### config.mk
export PLATFORM = sky130hd
export DESIGN_NAME = fwd_scoreboard
export DESIGN_NICKNAME = d
export VERILOG_FILES = /design/src/rtl/fwd_scoreboard_pkg.sv /design/src/rtl/fwd_scoreboard_match.sv /design/src/rtl/fwd_scoreboard.sv
export SDC_FILE = /design/constraint.sdc
export NUM_CORES = 1
export LEC_CHECK = 0
export CELL_PAD_IN_SITES_DETAIL_PLACEMENT = 0
export CELL_PAD_IN_SITES_GLOBAL_PLACEMENT = 2
export CORE_MARGIN = 2
export CORE_UTILIZATION = 31
export DETAILED_ROUTE_END_ITERATION = 8
export GPL_TIMING_DRIVEN = 0
export PLACE_DENSITY = 0.84
export SLEW_MARGIN = 20
export SYNTH_ARGS = -nofsm -noshare
export SYNTH_HDL_FRONTEND = slang
export SYNTH_SLANG_ARGS = --single-unit
export TNS_END_PERCENT = 1
### constraint.sdc
create_clock -name clk -period 3.1 [get_ports clk]
set_input_delay 0.93 -clock clk [delete_from_list [all_inputs] [get_ports clk]]
set_output_delay 0.93 -clock clk [all_outputs]
set_load 0.05 [all_outputs]
### src/rtl/fwd_scoreboard_pkg.sv
// Shared constants for the forwarding scoreboard: select encoding and stage-entry field layout.
// Optional perf counters are enabled by defining FWD_PERF_EN.
package fwd_scoreboard_pkg;

  localparam int FWD_SEL_RF = 0;

  // Stage entry layout, LSB first: valid, writes-back, float RF, load, then rd index
  localparam int ENT_VLD = 0;
  localparam int ENT_WB  = 1;
  localparam int ENT_FP  = 2;
  localparam int ENT_LD  = 3;
  localparam int ENT_RD  = 4;

  function automatic int sel_w(input int num_stages);
    return $clog2(num_stages + 1);
  endfunction

  function automatic int ent_w(input int reg_aw);
    return ENT_RD + reg_aw;
  endfunction

endpackage

### src/rtl/fwd_scoreboard_match.sv
// Per-source comparator: finds the youngest in-flight producer of one ID operand
// and reports either its stage index or that its result is not yet available.
module fwd_scoreboard_match
  import fwd_scoreboard_pkg::*;
#(
  parameter int NUM_STAGES = 3,
  parameter int REG_AW     = 5,
  parameter int LOAD_LAT   = 2,
  parameter int SELW       = sel_w(NUM_STAGES)
) (
  input  logic [NUM_STAGES*(ENT_RD+REG_AW)-1:0] ent,
  input  logic [REG_AW-1:0]                     rs,
  input  logic                                  rs_fp,
  input  logic                                  rs_use,
  output logic [SELW-1:0]                       sel,
  output logic                                  not_ready
);

  localparam int EW = ent_w(REG_AW);

  logic [NUM_STAGES-1:0] hit;
  logic [NUM_STAGES-1:0] rdy;
  logic                  found;

  for (genvar g = 0; g < NUM_STAGES; g++) begin : g_stage
    logic [EW-1:0] e;
    assign e = ent[g*EW +: EW];
    // Integer x0 is hard-wired zero and never a forwarding source; float f0 is a real register
    assign hit[g] = e[ENT_VLD] && e[ENT_WB] && rs_use
                    && (e[ENT_RD +: REG_AW] == rs) && (e[ENT_FP] == rs_fp)
                    && !((e[ENT_RD +: REG_AW] == '0) && !e[ENT_FP]);
    assign rdy[g] = !e[ENT_LD] || ((g + 1) >= LOAD_LAT);
  end

  always_comb begin
    sel       = SELW'(FWD_SEL_RF);
    not_ready = 1'b0;
    found     = 1'b0;
    for (int k = 0; k < NUM_STAGES; k++) begin
      if (!found && hit[k]) begin
        found = 1'b1;
        if (rdy[k]) sel = SELW'(k + 1);
        else        not_ready = 1'b1;
      end
    end
  end

endmodule

### src/rtl/fwd_scoreboard.sv
// Forwarding + load-use hazard unit tracking in-flight writes over NUM_STAGES stages after ID.
// Define FWD_PERF_EN to add the perf_stall_cnt / perf_fwd_cnt counter ports.
module fwd_scoreboard
  import fwd_scoreboard_pkg::*;
#(
  parameter int NUM_SRC    = 3,
  parameter int NUM_STAGES = 3,
  parameter int REG_AW     = 5,
  parameter int LOAD_LAT   = 2
) (
  input  logic                              clk,
  input  logic                              rst,
  input  logic                              id_valid,
  input  logic [NUM_SRC*REG_AW-1:0]         id_rs,
  input  logic [NUM_SRC-1:0]                id_rs_fp,
  input  logic [NUM_SRC-1:0]                id_rs_use,
  input  logic [REG_AW-1:0]                 id_rd,
  input  logic                              id_rd_fp,
  input  logic                              id_wb,
  input  logic                              id_is_load,
  input  logic                              ex_hold,
  input  logic                              flush,
  output logic [NUM_SRC*sel_w(NUM_STAGES)-1:0] fwd_sel,
  output logic                              stall_id
`ifdef FWD_PERF_EN
  ,
  output logic [31:0]                       perf_stall_cnt,
  output logic [31:0]                       perf_fwd_cnt
`endif
);

  localparam int SELW = sel_w(NUM_STAGES);
  localparam int EW   = ent_w(REG_AW);
  localparam int PW   = EW - 1;

  // Valid bits are control and reset; the payload is qualified by valid and never reset
  logic [NUM_STAGES-1:0]    stg_vld;
  logic [NUM_STAGES*PW-1:0] stg_pl;
  logic [NUM_STAGES*EW-1:0] ent_view;
  logic [PW-1:0]            id_pl;
  logic [NUM_SRC-1:0]       not_ready;
  logic                     adv_s1;

  assign id_pl = {id_rd, id_is_load, id_rd_fp, id_wb};

  for (genvar g = 0; g < NUM_STAGES; g++) begin : g_view
    assign ent_view[g*EW +: EW] = {stg_pl[g*PW +: PW], stg_vld[g]};
  end

  for (genvar i = 0; i < NUM_SRC; i++) begin : g_src
    fwd_scoreboard_match #(
      .NUM_STAGES (NUM_STAGES),
      .REG_AW     (REG_AW),
      .LOAD_LAT   (LOAD_LAT),
      .SELW       (SELW)
    ) u_match (
      .ent       (ent_view),
      .rs        (id_rs[i*REG_AW +: REG_AW]),
      .rs_fp     (id_rs_fp[i]),
      .rs_use    (id_rs_use[i]),
      .sel       (fwd_sel[i*SELW +: SELW]),
      .not_ready (not_ready[i])
    );
  end

  // A flush overrides any load-use stall: the stalled instruction is being killed anyway
  assign stall_id = id_valid && !flush && (|not_ready);
  assign adv_s1   = id_valid && !stall_id && !flush;

  // Stage boundary: ID -> stage 1 -> ... -> NUM_STAGES, frozen by ex_hold
  always_ff @(posedge clk) begin
    if (rst) begin
      stg_vld <= '0;
    end else if (!ex_hold) begin
      for (int k = NUM_STAGES - 1; k > 0; k--) stg_vld[k] <= stg_vld[k-1];
      stg_vld[0] <= adv_s1;
    end else if (flush) begin
      stg_vld[0] <= 1'b0;
    end
  end

  always_ff @(posedge clk) begin
    if (!ex_hold) begin
      for (int k = NUM_STAGES - 1; k > 0; k--) stg_pl[k*PW +: PW] <= stg_pl[(k-1)*PW +: PW];
      stg_pl[0 +: PW] <= id_pl;
    end
  end

`ifdef FWD_PERF_EN
  always_ff @(posedge clk) begin
    if (rst) begin
      perf_stall_cnt <= '0;
      perf_fwd_cnt   <= '0;
    end else begin
      if (stall_id)                 perf_stall_cnt <= perf_stall_cnt + 32'd1;
      if (id_valid && (|fwd_sel))   perf_fwd_cnt   <= perf_fwd_cnt + 32'd1;
    end
  end
`else
  // Counters not built in this configuration
`endif

endmodule
# Yosys cells after proc, flatten, opt, wreduce, memory -nomap -nowiden
# Cells that the tools add are included.
[op_classes] n_mux=22 n_reduce_logical=70 n_eq_ne=19
[ops] operator="$logic_and 1x1->1" count=52
[ops] operator="$eq 5x5->1" count=9
[ops] operator="$logic_not 5->1" count=3
[ops] operator="$mux 1" count=15
[ops] operator="$logic_not 1->1" count=14
[ops] operator="$mux 2" count=7
[ops] operator="$eq 1x1->1" count=9
[ops] operator="$reduce_or 3->1" count=1
[ops] operator="$ne 2x1->1 const B" count=1
[word_totals] inputBits=34 reg_bits=27 output_inout_bits=7

# Longest topological paths before layout
[logic_depth] word_depth=12 mapped_depth=5

# Hierarchy
# From an unflattened synthesis, not the netlist that was laid out.
[unflattened] hier_cells=160 hier_area_um2=1789.2
[by_module_without_submodules] mod="fwd_scoreboard_match" instances=3 cells_each=41 seq_area_each_um2=0.0 area_each_um2=311.5
[by_module_without_submodules] mod="fwd_scoreboard" instances=1 cells_each=37 seq_area_each_um2=780.7 area_each_um2=854.6

# Worst setup path before layout
# OpenSTA, ideal clock, no wires.
[synth_path] path_type="register -> output" start="register stg_pl[4]" end="output fwd_sel[2]" path_buffers=0 t_arrival_ns=2.715 t_required_ns=2.170 setup_slack_ns=-0.545 stages_incl_launch_ff=5 cell_sequence="edfxtp_1 -> or4_4 -> o311a_4 -> and3_4 -> o31ai_1"
[synth_between] elab_chain_len=11
[synth_rtl] element="from (decl)" line_no="fwd_scoreboard.sv:38" text="logic [NUM_STAGES*PW-1:0] stg_pl;"
[synth_rtl] element="from (signal, indexed assignment)" line_no="fwd_scoreboard.sv:85" text="stg_pl[0 +: PW] <= id_pl;"
[synth_rtl] element="$eq 5x5->1 / $logic_not 5->1 (equally long branches)" line_no="fwd_scoreboard_match.sv:30, fwd_scoreboard_match.sv:31"
[synth_rtl] element="$logic_and 1x1->1, on equally long branches" line_no="fwd_scoreboard_match.sv:30, fwd_scoreboard_match.sv:31"
[synth_rtl] element="$logic_and 1x1->1 / $logic_not 1->1 (equally long branches)" line_no="fwd_scoreboard_match.sv:30, fwd_scoreboard_match.sv:31"
[synth_rtl] element="$logic_and 1x1->1 *" line_no="fwd_scoreboard_match.sv:31" text="&& !((e[ENT_RD +: REG_AW] == '0) && !e[ENT_FP]);"
[synth_rtl] element="$mux 1" line_no="fwd_scoreboard_match.sv:40" text="if (!found && hit[k]) begin"
[synth_rtl] element="$logic_not 1->1" line_no="fwd_scoreboard_match.sv:40"
[synth_rtl] element="$logic_and 1x1->1" line_no="fwd_scoreboard_match.sv:40"
[synth_rtl] element="$mux 1" line_no="fwd_scoreboard_match.sv:40"
[synth_rtl] element="$logic_not 1->1" line_no="fwd_scoreboard_match.sv:40"
[synth_rtl] element="$logic_and 1x1->1" line_no="fwd_scoreboard_match.sv:40"
[synth_rtl] element="$mux 2 *" line_no="fwd_scoreboard_match.sv:40"
[synth_rtl] element="to (decl)" line_no="fwd_scoreboard.sv:23" text="output logic [NUM_SRC*sel_w(NUM_STAGES)-1:0] fwd_sel,"
# Mark *: on every way between the ends. The rest lies on a longest branch, timed or not.

# Worst setup path after layout
[layout_path] start="register stg_pl[4]" end="output stall_id"
[layout_between] elab_chain_len=7
[layout_rtl] element="$eq 5x5->1 / $logic_not 5->1 (equally long branches)" line_no="fwd_scoreboard_match.sv:30, fwd_scoreboard_match.sv:31"
[layout_rtl] element="$logic_and 1x1->1, on equally long branches" line_no="fwd_scoreboard_match.sv:30, fwd_scoreboard_match.sv:31"
[layout_rtl] element="$logic_and 1x1->1 / $logic_not 1->1 (equally long branches)" line_no="fwd_scoreboard_match.sv:30, fwd_scoreboard_match.sv:31"
[layout_rtl] element="$logic_and 1x1->1" line_no="fwd_scoreboard_match.sv:31"
[layout_rtl] element="$mux 1" line_no="fwd_scoreboard_match.sv:40"
[layout_rtl] element="$reduce_or 3->1 *" line_no="fwd_scoreboard.sv:67" text="assign stall_id = id_valid && !flush && (|not_ready);"
[layout_rtl] element="$logic_and 1x1->1 *" line_no="fwd_scoreboard.sv:67"
[layout_rtl] element="to (decl)" line_no="fwd_scoreboard.sv:24" text="output logic stall_id"
# Marked as above.

==> impl_metrics.json <==
{
  "rsz0062_at_grt": "yes",
  "crit_arrival_ns": 2.31,
  "p_leak_nw": 0.829,
  "dpl_cell_area_mm2": 0.00211,
  "finalHoldViolCount": 0,
  "ir_drop_v": 0.000238,
  "vias_per_cell": 5.02,
  "drc": 0,
  "max_stage_delay_ns": 0.59,
  "final_area_mm2": 0.00231,
  "worstSetupPathType": "flip-flop to output pin",
  "postLayoutCoreUtil": 0.455,
  "slowest_stage": "or4_4",
  "drtPass1Iterations": 4,
  "diodes": 0,
  "worstPathCellList": "or4_4 -> o311a_4 -> and3_4 -> o311a_1 -> buf_6",
  "synthCells": 140,
  "yosysSeqAreaShare": 0.446,
  "dpl.hpwl_um": 3250,
  "finalCritPeriodShare": 1.04,
  "end_kind": "output pin",
  "die_h_um": 76.2,
  "start_util": 0.319,
  "postSynthAreaPerCell_um2": 11.5,
  "netlist_area_mm2": 0.00162,
  "violations": "setup timing",
  "power_per_cell_area_mw_per_mm2": 345,
  "path_max_fanout": 4,
  "vias": 1340,
  "yosys.cell_types.count": 25,
  "path_clk_slew_ns": 0.08,
  "dieArea_mm2": 0.00581,
  "setup-violations-final": 6,
  "grt_use_total": 0.146,
  "drive_above_1_share": 0.239,
  "drv_slew": 0,
  "path_delay_family": "simple AND/OR/NAND/NOR gates",
  "cts_made_buffers": 3,
  "cp.required_ns": 2.17,
  "instances_no_fill": 267,
  "synth-seq-cells": 25,
  "antenna_found_initial": 0,
  "num_rows": 26,
  "cts_max_level": 1,
  "core-area_mm2": 0.00507,
  "cts_num_sinks": 25,
  "final_antenna_net_count": 0,
  "cap_violations": 0,
  "clock_latency_ns": 0.27,
  "grt_pass1_wl_um": 6710,
  "fin_ws_ns": -0.136,
  "ys_warn_count": 0,
  "wirelength_um": 4270,
  "hp-class": "flip-flop to flip-flop",
  "syn_nets": 174,
  "fillers": 513,
  "multiInputGateArea_um2": 978,
  "drtIter0Drc": 50,
  "cts_tree": "done",
  "area_delta_synth_final_pct": 42.9,
  "grt_pass1_vias": 1319,
  "min_path_cells": 0,
  "layout.cells.most_common": "xnor2_1",
  "place_inst": 249,
  "path_buf_inv": 1,
  "cp.depth": 5,
  "hold_buffers": 0,
  "clock_skew_ns": 0.00328,
  "gp_congestion": 0.856,
  "die_w_um": 76.2,
  "grt_start_max_net_pins": 23,
  "tns_ns": -0.442,
  "clock-root-buffer": "clkbuf_8",
  "cp-start-kind": "flip-flop",
  "worst_pin_slew_ns": 0.824,
  "ff2ff_path_depth": 4,
  "seq_area_um2": 721,
  "clock.fmax_ghz": 0.309,
  "nets": 232,
  "post-route-min-period_ns": 3.24,
  "port_buffers": 39,
  "cts_buffer_depth": 2,
  "relSlewSlack": 0.450,
  "wl_per_cell_um": 16.0,
  "final_cell_mix": "xnor2_1 (36), edfxtp_1 (22), xor2_1 (15), buf_4 (15), dlygate4sd2_1 (13)",
  "status": "finished, violations left",
  "io_pins": 41,
  "hold_ws_ns": 0.524,
  "grt-ovfl-total": 0
}
[layout make-up]
| class | instances | area share |
|---|---|---|
| inverter | 2 | 0.00325 |
| sequential | 25 | 0.312 |
| tap | 70 | 0.0379 |
| clock buffer | 4 | 0.0195 |
| buffer | 1 | 0.00163 |
| multi-input combinational | 112 | 0.424 |
| timing repair buffer | 53 | 0.202 |
[layer usage]
layer  part of all wire  wire length, um  vias to the layer above  track usage
li1                   -                -                      641            -
met1               0.43             1840                      662        0.183
met2               0.52             2220                       29        0.256
met3              0.029              125                        8       0.0154
met4              0.020               86                        0       0.0582
met5                  0                0                        -            0
[power breakdown]
group	leakage, nW	internal [mW]	switching, mW
registers	0.240	0.393	0.0329
logic	0.567	0.100	0.0802
clock network	0.0228	0.0919	0.0986
[worst paths after layout]
path / start / end / slack, ns
max reg2reg: stg_pl[4] / stg_vld[0] / 1.28
max: stg_pl[4] / stall_id / -0.14
min reg2reg: stg_pl[8] / stg_pl[16] / 0.52
min: stg_pl[8] / stg_pl[16] / 0.52
[registers in the layout, summed over array words and instances (netlist names)]
register / cells
stg_pl: 22
stg_vld: 3
[timing repair]
item / CTS / global route
setup buffers: 9 / 5
setup endpoints to repair: 7 / 7
pin swaps: 15 / 8
resized for setup: 82 / 10
[through the flow]
stage,setup slack [ns],power [mW]
6_report,-0.136,0.797
2_1_floorplan,-0.127,0.511
3_5_place_dp,-1.10,0.593
5_1_grt,-0.177,0.835
3_3_place_gp,-1.09,0.592
4_1_cts,-0.133,0.794
[cell usage after synthesis (all sizes together)]
master / n / area share
xnor2: 39 / 0.21
edfxtp: 22 / 0.41
xor2: 15 / 0.081
nor3: 9 / 0.028
nand3: 7 / 0.022
nand4: 6 / 0.023
and4: 5 / 0.027
nor2: 4 / 0.0093
o31ai: 4 / 0.019
or3: 4 / 0.015
or4: 4 / 0.021
a21oi: 3 / 0.0093
dfxtp: 3 / 0.037
o311a: 3 / 0.026
o311ai: 3 / 0.021
and3: 2 / 0.014
inv: 2 / 0.0046
mux2i: 2 / 0.012
a22oi: 1 / 0.0046
clkbuf: 1 / 0.0023
nor2b: 1 / 0.0039
[cell families after synthesis]
group	after synthesis	share of synthesized area
compound gates	14	0.0790
xor+xnor	54	0.293
flops	25	0.446
mux	2	0.0124
simple gates	42	0.163
buf+inv	3	0.00697
Note: power is estimated with default switching activity, not from simulation.
